File: src/rtl/keycode_report_builder.sv
// WASD key scanner: synchronize, debounce, keep a press-ordered
// keycode list and publish it as a coalescing valid/ready report.
module keycode_report_builder #(
  parameter int unsigned DEBOUNCE_CYCLES = 4
) (
  input  logic        Clk,
  input  logic        Reset_n,
  input  logic [3:0]  key_in,
  output logic [31:0] keycode,
  output logic        keycode_valid,
  input  logic        keycode_ready,
  output logic [3:0]  pressed
);

  localparam logic [7:0] LIM = 8'(DEBOUNCE_CYCLES - 1);

  logic [3:0]  s1;
  logic [3:0]  s2;
  logic [7:0]  cnt [4];
  logic [31:0] list_q;
  logic [31:0] list_d;
  logic [31:0] list_sh;
  logic [3:0]  listed;
  logic [3:0]  listed_d;
  logic [3:0]  rel;
  logic [3:0]  prs;
  logic [1:0]  sel;
  logic [1:0]  pos;
  logic        found;
  logic        hit;
  logic [7:0]  code;

  function automatic logic [7:0] code_of(input logic [1:0] k);
    logic [7:0] c;
    unique case (k)
      2'd3: c = 8'h1A;
      2'd2: c = 8'h04;
      2'd1: c = 8'h16;
      2'd0: c = 8'h07;
    endcase
    return c;
  endfunction

  // Two-flop synchronizer and per-key debounce counters.
  always_ff @(posedge Clk) begin
    if (!Reset_n) begin
      s1      <= '0;
      s2      <= '0;
      pressed <= '0;
      for (int i = 0; i < 4; i++) cnt[i] <= '0;
    end else begin
      s1 <= key_in;
      s2 <= s1;
      for (int i = 0; i < 4; i++) begin
        if (s2[i] != pressed[i]) begin
          if (cnt[i] == LIM) begin
            pressed[i] <= ~pressed[i];
            cnt[i]     <= '0;
          end else begin
            cnt[i] <= cnt[i] + 8'd1;
          end
        end else begin
          cnt[i] <= '0;
        end
      end
    end
  end

  assign rel     = listed & ~pressed;
  assign prs     = pressed & ~listed;
  assign list_sh = list_q >> 8;

  // One list edit per cycle: lowest released key, else lowest new press.
  always_comb begin
    list_d   = list_q;
    listed_d = listed;
    sel      = '0;
    pos      = '0;
    found    = 1'b0;
    hit      = 1'b0;
    code     = '0;
    if (|rel) begin
      for (int i = 0; i < 4; i++) begin
        if (rel[i] && !found) begin
          sel   = 2'(i);
          found = 1'b1;
        end
      end
      code = code_of(sel);
      for (int j = 0; j < 4; j++) begin
        if (!hit && list_q[8*j +: 8] == code) begin
          pos = 2'(j);
          hit = 1'b1;
        end
      end
      for (int j = 0; j < 4; j++) begin
        if (2'(j) >= pos) list_d[8*j +: 8] = list_sh[8*j +: 8];
      end
      listed_d[sel] = 1'b0;
    end else if (|prs) begin
      for (int i = 0; i < 4; i++) begin
        if (prs[i] && !found) begin
          sel   = 2'(i);
          found = 1'b1;
        end
      end
      for (int j = 0; j < 4; j++) begin
        if (!hit && list_q[8*j +: 8] == 8'h00) begin
          pos = 2'(j);
          hit = 1'b1;
        end
      end
      code = code_of(sel);
      list_d[{pos, 3'b000} +: 8] = code;
      listed_d[sel] = 1'b1;
    end
  end

  // Working list register.
  always_ff @(posedge Clk) begin
    if (!Reset_n) begin
      list_q <= '0;
      listed <= '0;
    end else begin
      list_q <= list_d;
      listed <= listed_d;
    end
  end

  // Report slot: load when free or transferring, newest list wins.
  always_ff @(posedge Clk) begin
    if (!Reset_n) begin
      keycode       <= '0;
      keycode_valid <= 1'b0;
    end else if ((!keycode_valid || keycode_ready) && list_q != keycode) begin
      keycode       <= list_q;
      keycode_valid <= 1'b1;
    end else if (keycode_ready) begin
      keycode_valid <= 1'b0;
    end
  end

endmodule

File: config.mk
export PLATFORM = sky130hd
export DESIGN_NAME = keycode_report_builder
export DESIGN_NICKNAME = d
export VERILOG_FILES = /design/src/rtl/keycode_report_builder.sv
export SDC_FILE = /design/constraint.sdc
export NUM_CORES = 1
export LEC_CHECK = 0
export ABC_AREA = 1
export CAP_MARGIN = 40
export CORE_MARGIN = 10
export CORE_UTILIZATION = 50
export CTS_CLUSTER_DIAMETER = 50
export DETAILED_ROUTE_END_ITERATION = 10
export PLACE_DENSITY = 0.81
export SLEW_MARGIN = 20
export SYNTH_ARGS = -nofsm -noshare
export SYNTH_HDL_FRONTEND = slang
export SYNTH_SLANG_ARGS = --single-unit
File: constraint.sdc
create_clock -name Clk -period 2.8 [get_ports Clk]
set_input_delay 0.56 -clock Clk [delete_from_list [all_inputs] [get_ports Clk]]
set_output_delay 0.56 -clock Clk [all_outputs]
set_load 0.01 [all_outputs]
==> results of run 1 <==
==> metal layers <==
| layer | vias up | wire length [microns] | part of all wire (%) |
|---|---|---|---|
| met4 | 0 | 200 | 1.6 |
| met3 | 18 | 765 | 6.2 |
| li1 | 2338 | - | - |
| met5 | - | 0 | 0 |
| met1 | 2196 | 5590 | 45 |
| met2 | 163 | 5880 | 47 |
==> how the worst min path moves through the flow <==
stage                     cells past startpoint   from     to  slack, ns
after floorplan                               2  s1[0]  s2[0]       0.39
after global placement                        2  s1[1]  s2[1]       0.40
after detailed placement                      2  s1[1]  s2[1]       0.40
after CTS                                     2  s1[1]  s2[1]       0.42
after global routing                          2  s1[1]  s2[1]       0.47
final                                         2  s1[1]  s2[1]       0.42
==> registers in the layout, summed over array words and instances, names as in the netlist <==
register       cells
pressed            4
listed             4
keycode           23
cnt               32
list_q            23
keycode_valid      1
s1                 4
s2                 4
==> stage by stage <==
stage          hold slack, ns  worst slack, ns  area (sq um)  power [uW]  util, %
6_report                0.420            0.313          6100        4110     58.8
5_1_grt                 0.472         0.000504          6100        4360     58.8
4_1_cts                 0.421            0.249          6090        4140     58.7
3_5_place_dp            0.398            0.282          5900        3250     56.9
3_3_place_gp            0.397            0.280          5900        3210     56.9
2_1_floorplan           0.390            0.729          5470        2670        -
==> cell usage in the layout, fill, tap and decap left out, drive strengths merged <==
master	count
nand2	130
inv	95
nor2	79
a21oi	65
dfxtp	63
nand3	56
clkdlybuf4s50	39
o21ai	38
conb	35
edfxtp	32
xor2	20
nor3	18
nand4	14
clkbuf	10
xnor2	9
o22ai	8
ha	8
clkinv	7
nor3b	6
o21a	5
buf	5
nor4	4
o21bai	2
a31oi	2
and2	1
or2	1
a221oi	1
a22oi	1
nand3b	1
bufinv	1
==> where the power goes <==
part	internal [uW]	switching (uW)
Sequential	1620	194
Combinational	648	752
Clock	406	483
Total	2680	1430
==> worst max-delay path, stage by stage, from the launching register on <==
cell and delay [ns]:
dfxtp_1 0.41, inv_1 0.11, nand2_1 0.08, nor3_1 0.04, and2_1 0.15, inv_1 0.11
nand2_1 0.06, a21oi_1 0.24, inv_1 0.12, ha_1 0.26, inv_1 0.14, nand2_1 0.13
nor2_1 0.17, nand3_1 0.09, o21ai_0 0.07, nand3b_1 0.12, nand2_1 0.05, nor2_1 0.09
==> area by class of cell <==
cell class,count,area (sq um)
well taps,136,170
multi-input cells,504,2720
inverters,96,360
repair buffers,45,433
fillers,930,4270
flip-flops and latches,95,2220
clock buffers,9,124
clock inverters,7,63.8
==> cells by family after synthesis <==
| family | Yosys count | synth area share, % |
|---|---|---|
| flip-flops | 95 | 41.5 |
| other | 2 | 0.140 |
| buffers and inverters | 123 | 10.0 |
| adder cells (fa/ha/maj) | 8 | 1.87 |
| XOR/XNOR | 29 | 4.75 |
| AO/OA/AOI/OAI | 122 | 12.9 |
| AND/OR/NAND/NOR | 310 | 28.8 |
==> what timing repair did <==
item / in CTS / in global routing
gates resized for setup: 0 / 2
setup endpoints to repair: 0 / 10
setup buffers: 0 / 0
==> results.ini, run 1 <==
[synth]
synth-seq-area-share_pct=41.5
yosysMostFrequentCell=nand2_1
yosys.area.top_type_share_pct=23.6
synthTopCellsByCount=118 x nand2_1, 88 x inv_1, 70 x nor2_1
synthFlopType=dfxtp_1
synth-seq-cells=95
ys_types=47
syn_inst=689
synth_warnings=0
syn_area_per_cell_sq_um=7.77
ys_top_cells_by_area=dfxtp_1 24%, edfxtp_1 18%, nand2_1 8.3%
async_reset_ff_share_pct=0
yosys.area.top_type=dfxtp_1
synth_edf_count=32
netlist_area_sq_um=5350

[placed_design]
gp_congestion=0.971
dp_cells=876
hpwl_mm=9.34
port_buffers=40

[final_layout]
stdcell_count=892
drive_gt1_share_pct=9.66
nets=766
antenna-diode-count=0
area_growth_pct=13.9

[sta]
setup_tns_ns=0
setup_viol=0
fin_skew_ns=0.0119
min_period_ns=2.49
rsz0062_at_grt=false
hold_viol=0
worst_pin_slew_ns=0.587
slew_viol_final=0
timing.fmax_mhz=402
finalCritPeriodShare_pct=88.8
slew_headroom_pct=60.8

[clock_network]
cts_sinks=95
clk_pin_slew_ns=0.10
worstSkewPairLatency_ns=0.37
cts_max_path_buffers=2
cts_tree=built
ctsHtreeMaxLevel=3
cts_made_buffers=9
cts_root_buffer=clkbuf_8
cts_hold_buf=0

[floorplanning]
io_pins=44
fp.coreArea_sq_um=10400
fp.dieArea_sq_um=15200
fp.dieH_microns=123
dieWidth_microns=123
rows=37
initial_utilization_pct=51.6

[drt]
wl_mm=12.4
wire_per_inst_microns=13.9
drc_errors=0
drtIter0Drc=389
via_per_inst=5.29
drt_first_pass_iters=5
antenna_left=0
via_count=4715

[global_routing]
use_met1_pct=21.6
grt_pass1_vias=4426
overflow=0
grtUsageTotal_pct=16.7
grt_pass1_wl_mm=20.9
top_usage_layer=met2
grt_max_degree=45
gr-usage-met3_pct=2.87
met2_usage_pct=27.9
grt_antenna_before_repair=0

[worst_setup_path]
reg2reg_to=list_q[8]
worstPathRequired_ns=3.11
r2r-start=list_q[1]
reg2regPathDepth=17
worstSetupEndpoint=list_q[8]
endpoint_kind=register
worstSetupPathType=reg2reg
crit_start=list_q[1]
worstPathMaxFanout=4
ff2ff_setup_slack_ns=0.31
crit_path_start_kind=register
cp.arrival_ns=2.80

[power_and_ir_drop]
ir_worst_vdd_uv=469
leakage_uw=0.00265
p_per_area_nw_per_um2=674

[status]
status=finished, final reports clean

[flow_run]
drv_cap=0

[hold_path]
hold_path_class=reg2reg

Power figures use the tool's default switching activity.
==> run 2, diff against run 1 <==
- SETUP_SLACK_MARGIN: unset -> 0.1
==> results.ini, run 2 (synthesis results as in run 1) <==
[sta]
rsz0062_at_grt=false
setup_tns_ns=0  ; unchanged
slew_headroom_pct=61.0  ; +0.28 points
setup_viol=0  ; unchanged
timing.hold.ws_ns=0.420  ; unchanged
fin_skew_ns=0.0120  ; +0.000136 ns
hold_viol=0  ; unchanged
worst_pin_slew_ns=0.583  ; -0.00418 ns
layout_setup_ws_ns=0.368  ; +0.0553 ns
min_period_ns=2.43  ; -0.0553 ns
finalCritPeriodShare_pct=86.8  ; -2.0 points
slew_viol_final=0  ; unchanged
timing.fmax_mhz=411  ; +2.3%

[floorplanning]
fp.dieArea_sq_um=15200  ; unchanged
rows=37  ; unchanged
fp.coreArea_sq_um=10400  ; unchanged
io_pins=44  ; unchanged
fp.dieH_microns=123  ; unchanged
initial_utilization_pct=51.6  ; unchanged
dieWidth_microns=123  ; unchanged

[clock_network]
cts_made_buffers=9  ; unchanged
clk_pin_slew_ns=0.10  ; about the same
cts_hold_buf=0  ; unchanged
worstSkewPairLatency_ns=0.37  ; about the same
cts_sinks=95  ; unchanged
post_cts_buffers=0  ; unchanged
ctsHtreeMaxLevel=3  ; unchanged
cts_tree=built
cts_resized=0  ; unchanged
cts_max_path_buffers=2  ; unchanged
cts_root_buffer=clkbuf_8

[power_and_ir_drop]
ir_worst_vdd_uv=468  ; -0.19%
power_uw=4110  ; about the same
p_per_area_nw_per_um2=673  ; about the same
leakage_uw=0.00264  ; -0.10%

[flow_run]
drv_cap=0  ; unchanged

[worst_setup_path]
worstPathMaxFanout=9  ; +5
ff2ff_setup_slack_ns=0.37  ; +0.06 ns
worstPathRequired_ns=3.07  ; -0.04 ns
worstSetupPathType=reg2reg
cp.arrival_ns=2.71  ; -0.09 ns
crit_path_start_kind=register
endpoint_kind=register

[final_layout]
antenna-diode-count=0  ; unchanged
reg_top3=cnt (32), keycode (23), list_q (23)
final_cell_mix=117 x nand2_1, 87 x inv_1, 70 x nor2_1, 63 x dfxtp_1, 57 x a21oi_1
nets=766  ; unchanged
largest_reg_flops=32  ; unchanged
final_common_cell=nand2_1
largest_register=cnt
stdcell_count=892  ; unchanged
drive_gt1_share_pct=9.92  ; +0.26 points
area_growth_pct=14.0  ; about the same

[drt]
wl_mm=12.4  ; about the same
antenna_left=0  ; unchanged
wire_per_inst_microns=13.9  ; about the same
drc_errors=0  ; unchanged
via_count=4688  ; -0.57%
drtIter0Drc=411  ; +5.7%
via_per_inst=5.26  ; -0.57%
drt_first_pass_iters=5  ; unchanged

[placed_design]
pre_cts_slack_ns=0.282  ; unchanged
hpwl_mm=9.34  ; unchanged
gp_congestion=0.971  ; unchanged
dp_cells=876  ; unchanged
port_buffers=40  ; unchanged

[global_routing]
grt_pass1_wl_mm=20.9  ; unchanged
grt_pass1_vias=4426  ; unchanged
grtUsageTotal_pct=16.7  ; unchanged
grt_max_degree=45  ; unchanged
overflow=0  ; unchanged
grt_antenna_before_repair=0  ; unchanged

[hold_path]
hold_path_class=reg2reg

[status]
status=finished, final reports clean

run 2: cell count changes in the layout (fill, tap and decap cells not counted):
cell / before / now
a21oi_1: 58 / 57
a21oi_2: 7 / 8
inv_1: 88 / 87
inv_2: 7 / 8
run 2: report_power, final:
group          switching [uW]  internal [uW]
clock network             482            406
registers                 194           1620
logic                     754            649
run 2: final timing paths:
| kind | cells after the start | end | start |
|---|---|---|---|
| worst max-delay path | 13 | list_q[12] | list_q[26] |
| worst min-delay path | 2 | s2[1] | s1[1] |
| worst min register to register | 2 | s2[1] | s1[1] |
| worst max register to register | 13 | list_q[12] | list_q[26] |
run 2: worst max-delay path, stage by stage (launching register included):
cell and delay, ns:
dfxtp_1 0.38, inv_1 0.14, nand2_1 0.09, nor3_2 0.17
nand3_1 0.10, nand2_1 0.08, nand2_2 0.13, inv_1 0.21
ha_1 0.26, nor2_1 0.06, nor2_1 0.33, nand2_2 0.18
nor2_1 0.15, nor2_1 0.06
run 2: layout make-up:
cell class / instances / area, sq um
sequential: 95 / 2220
tap: 136 / 170
clock buffer: 9 / 124
inverter: 96 / 360
timing repair buffer: 45 / 433
multi-input combinational: 504 / 2730
clock inverter: 7 / 63.8
fill: 928 / 4270
run 2: layer usage:
layer / vias up / part of all wire, % / routed length, microns / GRT usage (%)
met5: - / 0 / 0 / 0
met4: 0 / 1.6 / 193 / 5.24
met1: 2183 / 45 / 5580 / 21.6
met2: 147 / 47 / 5860 / 27.9
met3: 16 / 6.3 / 788 / 2.87
li1: 2342 / - / - / -
run 2: through the flow:
step	utilization [%]	cell area (sq um)
floorplan	-	5470
global placement	56.9	5900
detailed placement	56.9	5900
CTS	58.7	6090
global route	58.8	6100
finish	58.8	6100
==> run 3, diff against run 2 <==
- CTS_CLUSTER_DIAMETER: 50 -> 100
==> results of run 3 <==
No change in the layout: final DEF, timing and power equal those of run 2.
